==> src/rtl/sdpb_rd_arbiter_if.sv <==
// Bundle between the two read clients, the loader, the arbiter and the SDPB ports.
// The arbiter takes the slave modport; the clients, loader and RAM side take the master modport.
interface sdpb_rd_arbiter_if #(
   parameter int AW = 13,
   parameter int DW = 16
);
   // Read handshake: a client raises reqN with a stable addrN and holds both
   // until gntN is seen high in the same cycle. The word comes back two cycles
   // after that grant, on the one-cycle rvalidN pulse together with rdata.
   logic          req0;
   logic          req1;
   logic [AW-1:0] addr0;
   logic [AW-1:0] addr1;
   logic          gnt0;
   logic          gnt1;
   logic          rvalid0;
   logic          rvalid1;
   logic [DW-1:0] rdata;

   logic          wr_en;
   logic [AW-1:0] wr_addr;
   logic [DW-1:0] wr_data;

   logic          ram_cea;
   logic [AW-1:0] ram_ada;
   logic [DW-1:0] ram_din;
   logic          ram_ceb;
   logic [AW-1:0] ram_adb;
   logic          ram_oce;
   logic [DW-1:0] ram_dout;

   // Internal state, exported for observation.
   logic          dbg_rr_ptr;
   logic          dbg_tag;
   logic          dbg_tag_vld;

   modport slave (
      input  req0, req1, addr0, addr1, wr_en, wr_addr, wr_data, ram_dout,
      output gnt0, gnt1, rvalid0, rvalid1, rdata,
      output ram_cea, ram_ada, ram_din, ram_ceb, ram_adb, ram_oce,
      output dbg_rr_ptr, dbg_tag, dbg_tag_vld
   );

   modport master (
      output req0, req1, addr0, addr1, wr_en, wr_addr, wr_data, ram_dout,
      input  gnt0, gnt1, rvalid0, rvalid1, rdata,
      input  ram_cea, ram_ada, ram_din, ram_ceb, ram_adb, ram_oce,
      input  dbg_rr_ptr, dbg_tag, dbg_tag_vld
   );
endinterface

==> src/rtl/sdpb_rd_arbiter.sv <==
// Two-client read arbiter and write passthrough for an 8K x 16 SDPB RAM in bypass read mode.
// Define SDPB_ARB_WRFWD_EN to forward same-address loader writes into the returned read word.
module sdpb_rd_arbiter #(
   parameter int AW        = 13,
   parameter int DW        = 16,
   parameter int PRIO_MODE = 0
) (
   input  logic              clk,
   input  logic              reset_n,
   sdpb_rd_arbiter_if.slave  bus
);

   logic          gnt0;
   logic          gnt1;
   logic          rr_ptr_q,  rr_ptr_d;
   logic          tag_q,     tag_d;
   logic          tag_vld_q, tag_vld_d;
   logic [AW-1:0] adb_q,     adb_d;
   logic          rvalid0_q, rvalid0_d;
   logic          rvalid1_q, rvalid1_d;
   logic [DW-1:0] rdata_q,   rdata_d;
   logic [DW-1:0] ret_word;
`ifdef SDPB_ARB_WRFWD_EN
   logic          fwd_hit_q,  fwd_hit_d;
   logic [DW-1:0] fwd_data_q, fwd_data_d;
`endif

   // Grants are held off while reset is asserted so nothing is issued into a clearing pipe.
   always_comb begin
      gnt0 = 1'b0;
      gnt1 = 1'b0;
      if (reset_n) begin
         if (bus.req0 && bus.req1) begin
            if (PRIO_MODE == 1 || !rr_ptr_q) gnt0 = 1'b1;
            else                             gnt1 = 1'b1;
         end else begin
            gnt0 = bus.req0;
            gnt1 = bus.req1;
         end
      end
   end

   always_comb begin
      adb_d     = adb_q;
      rr_ptr_d  = rr_ptr_q;
      tag_d     = gnt1;
      tag_vld_d = gnt0 | gnt1;
      if (gnt0) begin
         adb_d    = bus.addr0;
         rr_ptr_d = 1'b1;
      end else if (gnt1) begin
         adb_d    = bus.addr1;
         rr_ptr_d = 1'b0;
      end
   end

   // While tag_vld_q is set, adb_q still holds the address issued one cycle earlier.
   always_comb begin
      ret_word = bus.ram_dout;
`ifdef SDPB_ARB_WRFWD_EN
      if (fwd_hit_q) ret_word = fwd_data_q;
      if (bus.wr_en && (bus.wr_addr == adb_q)) ret_word = bus.wr_data;
      fwd_hit_d  = tag_vld_d && bus.wr_en && (bus.wr_addr == adb_d);
      fwd_data_d = bus.wr_data;
`endif
      rdata_d   = tag_vld_q ? ret_word : rdata_q;
      rvalid0_d = tag_vld_q & ~tag_q;
      rvalid1_d = tag_vld_q &  tag_q;
   end

   always_ff @(posedge clk or negedge reset_n) begin
      if (!reset_n) begin
         rr_ptr_q   <= 1'b0;
         tag_q      <= 1'b0;
         tag_vld_q  <= 1'b0;
         adb_q      <= '0;
         rvalid0_q  <= 1'b0;
         rvalid1_q  <= 1'b0;
         rdata_q    <= '0;
`ifdef SDPB_ARB_WRFWD_EN
         fwd_hit_q  <= 1'b0;
         fwd_data_q <= '0;
`endif
      end else begin
         rr_ptr_q   <= rr_ptr_d;
         tag_q      <= tag_d;
         tag_vld_q  <= tag_vld_d;
         adb_q      <= adb_d;
         rvalid0_q  <= rvalid0_d;
         rvalid1_q  <= rvalid1_d;
         rdata_q    <= rdata_d;
`ifdef SDPB_ARB_WRFWD_EN
         fwd_hit_q  <= fwd_hit_d;
         fwd_data_q <= fwd_data_d;
`endif
      end
   end

   assign bus.gnt0        = gnt0;
   assign bus.gnt1        = gnt1;
   assign bus.rvalid0     = rvalid0_q;
   assign bus.rvalid1     = rvalid1_q;
   assign bus.rdata       = rdata_q;

   assign bus.ram_cea     = bus.wr_en;
   assign bus.ram_ada     = bus.wr_addr;
   assign bus.ram_din     = bus.wr_data;
   assign bus.ram_ceb     = gnt0 | gnt1;
   assign bus.ram_adb     = adb_d;
   assign bus.ram_oce     = 1'b1;

   assign bus.dbg_rr_ptr  = rr_ptr_q;
   assign bus.dbg_tag     = tag_q;
   assign bus.dbg_tag_vld = tag_vld_q;

endmodule
==> src/flat_wrapper.sv <==
// flat-port wrapper written by rule: the top's interface ports become plain ports
module sdpb_rd_arbiter_flat 
#(
   parameter int AW        = 13,
   parameter int DW        = 16,
   parameter int PRIO_MODE = 0
)
  (clk, reset_n, bus_req0, bus_req1, bus_addr0, bus_addr1, bus_wr_en, bus_wr_addr, bus_wr_data, bus_ram_dout, bus_gnt0, bus_gnt1, bus_rvalid0, bus_rvalid1, bus_rdata, bus_ram_cea, bus_ram_ada, bus_ram_din, bus_ram_ceb, bus_ram_adb, bus_ram_oce, bus_dbg_rr_ptr, bus_dbg_tag, bus_dbg_tag_vld);
  sdpb_rd_arbiter_if #(.AW(AW), .DW(DW)) bus_i ();
  input  logic clk;
  input  logic reset_n;
  input wire logic [$bits(bus_i.req0)-1:0] bus_req0;
  input wire logic [$bits(bus_i.req1)-1:0] bus_req1;
  input wire logic [$bits(bus_i.addr0)-1:0] bus_addr0;
  input wire logic [$bits(bus_i.addr1)-1:0] bus_addr1;
  input wire logic [$bits(bus_i.wr_en)-1:0] bus_wr_en;
  input wire logic [$bits(bus_i.wr_addr)-1:0] bus_wr_addr;
  input wire logic [$bits(bus_i.wr_data)-1:0] bus_wr_data;
  input wire logic [$bits(bus_i.ram_dout)-1:0] bus_ram_dout;
  output wire logic [$bits(bus_i.gnt0)-1:0] bus_gnt0;
  output wire logic [$bits(bus_i.gnt1)-1:0] bus_gnt1;
  output wire logic [$bits(bus_i.rvalid0)-1:0] bus_rvalid0;
  output wire logic [$bits(bus_i.rvalid1)-1:0] bus_rvalid1;
  output wire logic [$bits(bus_i.rdata)-1:0] bus_rdata;
  output wire logic [$bits(bus_i.ram_cea)-1:0] bus_ram_cea;
  output wire logic [$bits(bus_i.ram_ada)-1:0] bus_ram_ada;
  output wire logic [$bits(bus_i.ram_din)-1:0] bus_ram_din;
  output wire logic [$bits(bus_i.ram_ceb)-1:0] bus_ram_ceb;
  output wire logic [$bits(bus_i.ram_adb)-1:0] bus_ram_adb;
  output wire logic [$bits(bus_i.ram_oce)-1:0] bus_ram_oce;
  output wire logic [$bits(bus_i.dbg_rr_ptr)-1:0] bus_dbg_rr_ptr;
  output wire logic [$bits(bus_i.dbg_tag)-1:0] bus_dbg_tag;
  output wire logic [$bits(bus_i.dbg_tag_vld)-1:0] bus_dbg_tag_vld;
  assign bus_i.req0 = bus_req0;
  assign bus_i.req1 = bus_req1;
  assign bus_i.addr0 = bus_addr0;
  assign bus_i.addr1 = bus_addr1;
  assign bus_i.wr_en = bus_wr_en;
  assign bus_i.wr_addr = bus_wr_addr;
  assign bus_i.wr_data = bus_wr_data;
  assign bus_i.ram_dout = bus_ram_dout;
  assign bus_gnt0 = bus_i.gnt0;
  assign bus_gnt1 = bus_i.gnt1;
  assign bus_rvalid0 = bus_i.rvalid0;
  assign bus_rvalid1 = bus_i.rvalid1;
  assign bus_rdata = bus_i.rdata;
  assign bus_ram_cea = bus_i.ram_cea;
  assign bus_ram_ada = bus_i.ram_ada;
  assign bus_ram_din = bus_i.ram_din;
  assign bus_ram_ceb = bus_i.ram_ceb;
  assign bus_ram_adb = bus_i.ram_adb;
  assign bus_ram_oce = bus_i.ram_oce;
  assign bus_dbg_rr_ptr = bus_i.dbg_rr_ptr;
  assign bus_dbg_tag = bus_i.dbg_tag;
  assign bus_dbg_tag_vld = bus_i.dbg_tag_vld;
  sdpb_rd_arbiter #(.AW(AW), .DW(DW), .PRIO_MODE(PRIO_MODE)) u_core (.clk(clk), .reset_n(reset_n), .bus(bus_i));
endmodule
==> config.mk <==
export PLATFORM = sky130hd
export DESIGN_NAME = sdpb_rd_arbiter_flat
export DESIGN_NICKNAME = d
export VERILOG_FILES = /design/src/rtl/sdpb_rd_arbiter_if.sv /design/src/rtl/sdpb_rd_arbiter.sv /design/src/flat_wrapper.sv
export SDC_FILE = /design/constraint.sdc
export NUM_CORES = 1
export LEC_CHECK = 0
export BUFFER_PORTS_ARGS = -buffer_cell sky130_fd_sc_hd__buf_2
export CORE_MARGIN = 1
export CORE_UTILIZATION = 37
export DETAILED_ROUTE_END_ITERATION = 8
export PLACE_DENSITY = 0.77
export SLEW_MARGIN = 20
export SYNTH_ARGS = -nofsm -noshare
export SYNTH_HDL_FRONTEND = slang
export SYNTH_SLANG_ARGS = --single-unit
==> constraint.sdc <==
create_clock -name clk -period 1.3 [get_ports clk]
set_clock_uncertainty 0.2 [all_clocks]
set_input_delay 0.26 -clock clk [delete_from_list [all_inputs] [get_ports clk]]
set_output_delay 0.26 -clock clk [all_outputs]
set_load 0.02 [all_outputs]
Word-level counts from Yosys, hierarchy flattened
Cells that the tools add are included.
{ "totals": {"in_bits": 76, "output_inout_bits": 68, "regBits": 34, "elab_cells": 23} }
{ "classes": {"n_bitwise": 4, "n_mux": 10, "reduce_logical": 2} }
{ "ops": {"columns": ["cell", "count"], "rows": [
  ["13-bit two-way mux", 2],
  ["1-bit two-way mux", 8],
  ["1-bit AND", 2],
  ["2-bit nonzero test", 1],
  ["1-bit logical AND", 1],
  ["1-bit inverter", 1],
  ["1-bit OR", 1]
]} }

Longest topological paths before layout
Gate-level depths: netlist of the first run.
{ "depth": {"word_depth": 5, "ltp_mapped": 5, "mapped_depth_nobuf": 3} }

Worst setup path after synthesis of the first run
OpenSTA, ideal clock, no wires.
{ "synth_timing": {"path_kind": "flip-flop to output port", "from": "register u_core.rr_ptr_q, in the netlist u_core.bus.dbg_rr_ptr", "to": "output bus_ram_adb[0]", "required_time_ns": 0.840, "stages_incl_launch_ff": 4, "setup_slack_ns": -0.503, "path_buffers": 0, "arrival_ns": 1.343, "cell_sequence": "dfrtp_1 > nand3b_4 > o22ai_1 > a211oi_1"} }
{ "synth_between": {"elab_chain_cells": 5, "word_cells_on_any_way": 8, "classes_between": "8 x mux"} }
{ "synth_lines": {"columns": ["item", "line_no", "text"], "rows": [
  ["start: declaration", "sdpb_rd_arbiter.sv:15", "logic rr_ptr_q, rr_ptr_d;"],
  ["start signal: assignment", "sdpb_rd_arbiter.sv:85", "rr_ptr_q <= rr_ptr_d;"],
  ["1-bit two-way mux", "sdpb_rd_arbiter.sv:34", "if (PRIO_MODE == 1 || !rr_ptr_q) gnt0 = 1'b1;"],
  ["1-bit two-way mux", "sdpb_rd_arbiter.sv:33", "if (bus.req0 && bus.req1) begin"],
  ["1-bit two-way mux", "sdpb_rd_arbiter.sv:32", "if (reset_n) begin"],
  ["13-bit two-way mux", "sdpb_rd_arbiter.sv:51", "end else if (gnt1) begin"],
  ["13-bit two-way mux (*)", "sdpb_rd_arbiter.sv:48", "if (gnt0) begin"],
  ["end: declaration", "flat_wrapper.sv:29", "output wire logic [$bits(bus_i.ram_adb)-1:0] bus_ram_adb;"]
]} }
Every way passes the cells marked *; elsewhere a longest branch is shown, timed or not.

Worst setup path after layout of the first run
{ "layout_timing": {"from": "register u_core.rr_ptr_q, in the netlist u_core.bus.dbg_rr_ptr", "to": "output bus_ram_adb[3]"} }
Same word-level chain as after synthesis.

==> reports/qor.yml, run 1 <==
min_path:
  min_path_type: "in2reg"
  holdPathStages: 2
  min_to: "u_core.bus.rdata[0]"
  hp-start: "bus_ram_dout[0]"
worst_setup_path:
  worst-r2r-setup-slack_ns: -0.23
  reg2regPathDepth: 5
  crit_type: "reg2out"
  required_ns: 0.84
  r2r-start: "u_core.bus.dbg_rr_ptr"
  crit_fanout: 7
  rr_endpoint: "u_core.adb_q[0]"
  crit_path_start_kind: "flip-flop"
  end_kind: "primary output"
  crit_arrival_ns: 1.48
logic_synthesis:
  synth_compound_area_share_pct: 16.7
  synth_top_family_by_area: "buffers and inverters"
  netlist_area_um2: 1960
  synth_simple_gate_area_share_pct: 11.2
  syn_nets: 258
  synthAdderAreaFrac_pct: 0
  synth.distinct_cells: 22
  synth_area_leaders: "dfrtp_1 43%, buf_4 13%, mux2_2 9.2%, a211oi_2 6.4%, nand3b_1 5.0%"
  synthXorXnorAreaFrac_pct: 0
  synth_warnings: 0
  synth.area.mux_share_pct: 9.20
  yosysTopAreaCellShare_pct: 43.4
  ys_ff_latch: 34
  avgSynthCellArea_um2: 10.8
  seq_area_frac_synth_pct: 43.4
  yosysTopAreaCell: "dfrtp_1"
  syn_inst: 182
timing:
  maxSlewViolCount: 0
  fin_crit_ns: 1.94
  rsz0062_at_grt: "yes"
  setup_viol: 31
  fin_tns_setup_ns: -10.83
  fin_ws_ns: -0.635
  hold_violations: 0
  period_share_pct: 149
  max_freq_ghz: 0.517
routing:
  wl_per_cell_um: 16.7
  drtIter0Drc: 51
  vias: 1762
  wl_mm: 5.93
  ant_nets: 0
  via_per_inst: 4.96
  remaining_drc_errors: 0
  firstDrtPassIters: 4
cells_and_area:
  fin_nets: 360
  final_core_util_pct: 66.9
  num-fill-cells: 388
  layout_common_cells: "45 x buf_2, 36 x buf_6, 35 x buf_4"
  layout_commonest_cell: "buf_2"
  stdcell_area_um2: 3410
  antenna_cells: 0
  instances_no_fill: 355
  syn_to_final_growth_pct: 74.3
  drive_gt1_share_pct: 72.3
place:
  place_hpwl_mm: 3.13
  postPlaceCellArea_um2: 2500
  globalplace.congestion: 0.659
  port-buffer-count: 82
  dp_cells: 316
clocking:
  cts_made_buffers: 5
  cts_tree: "built"
  cts_root_buffer: "clkbuf_8"
  cts.reportedPaths.clkPinSlew_ns: 0.07
  worstSkewPairLatency_ns: 0.28
  clkSinkCount: 34
  cts_max_level: 2
  cts-root-to-sink-buffers: 2
floorplan:
  die_h_um: 74.8
  ioPinCount: 144
  dieArea_um2: 5590
  coreArea_um2: 5110
  fp.dieW_um: 74.8
  rows: 26
  initial_core_util_pct: 38.4
grt:
  grt_pass1_vias: 1750
  grt_max_degree: 31
  grt-ovfl-total: 0
  grt_antenna_before_repair: 0
  grt_pass1_wl_mm: 8.54
  track_usage_pct: 21.1
outcome:
  status: "finished, violations left"
  violations: "negative setup slack"
power:
  power.density_nw_per_um2: 1190
  p_leak_nw: 1.57
  ir_drop_uv: 666
run:
  max-cap-violations: 0
## power by group
group | total [mW] | internal [mW] | switching, mW
registers | 1.33 | 1.21 | 0.118
logic | 1.54 | 0.857 | 0.681
clock network | 1.21 | 0.818 | 0.390
total | 4.07 | 2.88 | 1.19
## layout make-up
| class | instances | area (um^2) | share of cell area (%) |
|---|---|---|---|
| Multi-Input combinational cell | 92 | 1060 | 31.0 |
| Tap cell | 70 | 87.6 | 2.57 |
| Inverter | 14 | 52.6 | 1.54 |
| Clock buffer | 6 | 82.6 | 2.42 |
| Clock inverter | 2 | 60.1 | 1.76 |
| Sequential cell | 34 | 853 | 25.0 |
| Timing Repair Buffer | 137 | 1220 | 35.7 |
## flip-flops by register name, summed over array words and instances (netlist names)
register                cells
u_core.bus.rdata           16
u_core.bus.rvalid0          1
u_core.bus.dbg_tag          1
u_core.bus.dbg_tag_vld      1
u_core.bus.dbg_rr_ptr       1
u_core.bus.rvalid1          1
u_core.adb_q               13
## layer usage
layer  vias up  share of wire [%]  GRT usage [%]
li1        797                  -              -
met1       876                 38           25.1
met2        77                 54           37.4
met3        12                5.4           5.35
met4         0                2.0           6.08
met5         -                  0              0
## worst max-delay path, cell delays in order (launching register included)
cell	delay, ns
dfrtp_2	0.44
inv_2	0.09
a21oi_4	0.08
buf_12	0.16
a211oi_4	0.27
buf_6	0.15
## logic make-up after synthesis
kind of cell / after synthesis
AND/OR/NAND/NOR: 31
multiplexers: 16
AO/OA/AOI/OAI: 43
flip-flops: 34
buffers and inverters: 57
other: 1
## cells in the mapped netlist
| library cell | count |
|---|---|
| buf_4 | 34 |
| and2_1 | 1 |
| dfrtp_1 | 34 |
| o21a_1 | 1 |
| conb_1 | 1 |
| o21bai_1 | 1 |
| clkbuf_1 | 2 |
| o22ai_1 | 13 |
| nor2b_1 | 1 |
| a21oi_1 | 13 |
| nand3b_1 | 13 |
| buf_6 | 3 |
| nand3b_4 | 1 |
| buf_8 | 1 |
| a211oi_1 | 3 |
| nand2_1 | 2 |
| a211oi_2 | 10 |
| inv_1 | 14 |
| a21oi_2 | 2 |
| buf_2 | 3 |
| mux2_2 | 16 |
| or2_2 | 13 |
## worst max-delay path by stage
stage / to / from / depth (start not counted) / slack (ns)
after floorplan: bus_ram_adb[10] / u_core.bus.dbg_rr_ptr / 4 / -0.31
final: bus_ram_adb[3] / u_core.bus.dbg_rr_ptr / 5 / -0.64
after detailed placement: bus_ram_adb[4] / bus_req0 / 6 / -0.51
after global placement: bus_ram_adb[11] / bus_req0 / 6 / -0.45
after global routing: bus_ram_adb[4] / u_core.bus.dbg_rr_ptr / 5 / -0.69
after CTS: bus_ram_adb[3] / u_core.bus.dbg_rr_ptr / 5 / -0.62
## repair_timing
action | in CTS | in global routing
gates cloned | 3 | 1
resized for setup | 86 | 35
hold buffers | 7 | 3
setup buffers | 13 | 9
endpoints found under the hold margin | 26 | 3
endpoints found under the setup margin | 34 | 58
pin swaps | 14 | 2
## stage by stage
stage	setup WS, ns	power, mW	hold slack [ns]
after floorplan	-0.309	2.10	-0.236
after global placement	-0.449	2.31	0.0846
after detailed placement	-0.508	2.35	0.0957
after CTS	-0.622	3.98	0.000158
after global routing	-0.686	4.27	0.00407
final	-0.635	4.07	0.00929
(Power assumes the default switching activity.)
==> inputs of run 2 (changes only) <==
CORE_UTILIZATION = 41   (was 37)
PLACE_DENSITY = 0.81   (was 0.77)
clock period = 1.8 ns   (was 1.3 ns; I/O delays follow)
==> reports/qor.yml, run 2 (same netlist as run 1, synthesis figures left out) <==
grt:
  grt_pass1_vias: 1737
  grt_antenna_before_repair: 0
  grt_pass1_wl_mm: 7.86
  grt_max_degree: 27
  grt-ovfl-total: 0
  track_usage_pct: 19.7
timing:
  fin_ws_ns: -0.206
  setup_viol: 15
  maxSlewViolCount: 0
  fin_crit_ns: 2.01
  rsz0062_at_grt: "yes"
  period_share_pct: 111
  max_freq_ghz: 0.499
  hold_violations: 0
clocking:
  cts.reportedPaths.clkPinSlew_ns: 0.07
  cts_root_buffer: "clkbuf_8"
  cts_made_buffers: 5
  cts_tree: "built"
  cts_max_level: 2
  worstSkewPairLatency_ns: 0.28
  cts-root-to-sink-buffers: 2
  clkSinkCount: 34
place:
  postPlaceCellArea_um2: 2300
  port-buffer-count: 82
  dp_cells: 291
  globalplace.congestion: 0.725
  place_hpwl_mm: 3.09
  pre_cts_slack_ns: -0.186
cells_and_area:
  layout_commonest_cell: "buf_2"
  instances_no_fill: 318
  num-fill-cells: 389
  syn_to_final_growth_pct: 42.1
  layout_common_cells: "66 x buf_2, 35 x buf_4, 33 x dfrtp_1"
  largest_reg_flops: 16
  stdcell_area_um2: 2790
  multi_input_area_um2: 921
  seq_area_um2: 852
  drive_gt1_share_pct: 69.2
  fin_nets: 341
  antenna_cells: 0
worst_setup_path:
  required_ns: 1.24
  crit_start: "u_core.bus.dbg_rr_ptr"
  crit_type: "reg2out"
  crit_fanout: 7
  crit_arrival_ns: 1.45
  crit_path_start_kind: "flip-flop"
  end_kind: "primary output"
  r2r-start: "u_core.adb_q[10]"
floorplan:
  die_h_um: 71.1
  initial_core_util_pct: 43.8
  coreArea_um2: 4470
  rows: 24
  fp.dieW_um: 71.1
  dieArea_um2: 5060
  ioPinCount: 144
routing:
  wl_mm: 4.71
  wl_per_cell_um: 14.8
  firstDrtPassIters: 6
  ant_nets: 0
  remaining_drc_errors: 10
  drtIter0Drc: 73
  vias: 1633
  via_per_inst: 5.14
power:
  ir_drop_uv: 368
  p_int_mw: 1.62
  power.density_nw_per_um2: 862
  switching_share_pct: 32.4
  switchingPower_uw: 778
  pwr-share-comb_pct: 36.7
  pwr-share-seq_pct: 38.8
  p_leak_nw: 1.32
  pwr-share-clk_pct: 24.5
min_path:
  min_path_type: "in2async"
run:
  max-cap-violations: 0
outcome:
  status: "finished, violations left"
  violations: "design-rule violations, negative setup slack"
==> run 2: cell types whose count changed in the layout (fill, tap and decap cells not counted), moves of 4 or more <==
cell	before	now
a211oi_4	13	8
dlygate4sd3_1	10	5
mux2_2	8	16
a211oi_2	0	5
buf_6	36	9
a21oi_1	4	8
buf_2	45	66
o22ai_4	5	1
mux2_4	8	0
==> run 2: critical path: stages, from the launching register on <==
cell and delay (ns):
dfrtp_2 0.44, inv_2 0.09, a21oi_4 0.06, buf_6 0.15, a211oi_4 0.26, buf_6 0.16
==> run 2: timing repair <==
action                                  in CTS  in global routing
hold buffers                                 5                  0
endpoints found under the setup margin      14                 14
gates resized for setup                     42                 10
endpoints found under the hold margin       31                  0
setup buffers                                8                  5
gates cloned                                 1                  0
pin swaps                                   14                  9
==> run 2: path summary, 6_finish.rpt <==
kind                       cells past startpoint                    to  slack, ns
min in group clk                               2  u_core.bus.rdata[15]       0.11
setup / recovery                               5       bus_ram_adb[12]      -0.21
setup reg to reg                               5      u_core.adb_q[10]       0.28
hold reg to reg                                1    u_core.bus.rvalid0       0.27
max in group asynchronous                      3       u_core.adb_q[5]       0.41
hold / removal                                 3    u_core.bus.dbg_tag       0.05
==> run 2: layout make-up <==
class / count / share of cell area (%)
multi-input cells: 92 / 33.1
repair buffers: 118 / 28.7
inverters: 14 / 1.89
clock inverters: 2 / 0.449
clock buffers: 6 / 2.96
flip-flops and latches: 34 / 30.6
well taps: 52 / 2.34
==> run 2: routing by layer <==
| layer | vias to the layer above | part of all wire [%] | track usage [%] | wire length (um) |
|---|---|---|---|---|
| met3 | 11 | 6.1 | 4.27 | 289 |
| li1 | 755 | - | - | - |
| met1 | 802 | 42 | 24.0 | 1980 |
| met2 | 65 | 51 | 33.9 | 2390 |
| met5 | - | 0 | 0 | 0 |
| met4 | 0 | 1.2 | 8.44 | 55 |
==> run 2: through the flow <==
stage | hold slack [ns] | setup TNS (ns) | total power, mW | util [%]
3_5_place_dp | 0.240 | -1.76 | 1.61 | 51.4
6_report | 0.0507 | -2.37 | 2.40 | 62.2
2_1_floorplan | -0.136 | -0.130 | 1.45 | -
5_1_grt | 0.0603 | -3.13 | 2.53 | 62.2
4_1_cts | 0.0294 | -2.53 | 2.38 | 60.4
3_3_place_gp | 0.231 | -1.44 | 1.58 | 51.4
==> run 2: power groups by stage <==
stage / registers, mW / logic (mW) / clock network (mW)
final: 0.932 / 0.881 / 0.589
after global routing: 0.947 / 0.944 / 0.641
after CTS: 0.930 / 0.833 / 0.616
after detailed placement: 0.936 / 0.670 / 0
after global placement: 0.928 / 0.655 / 0
after floorplan: 1.00 / 0.450 / 0
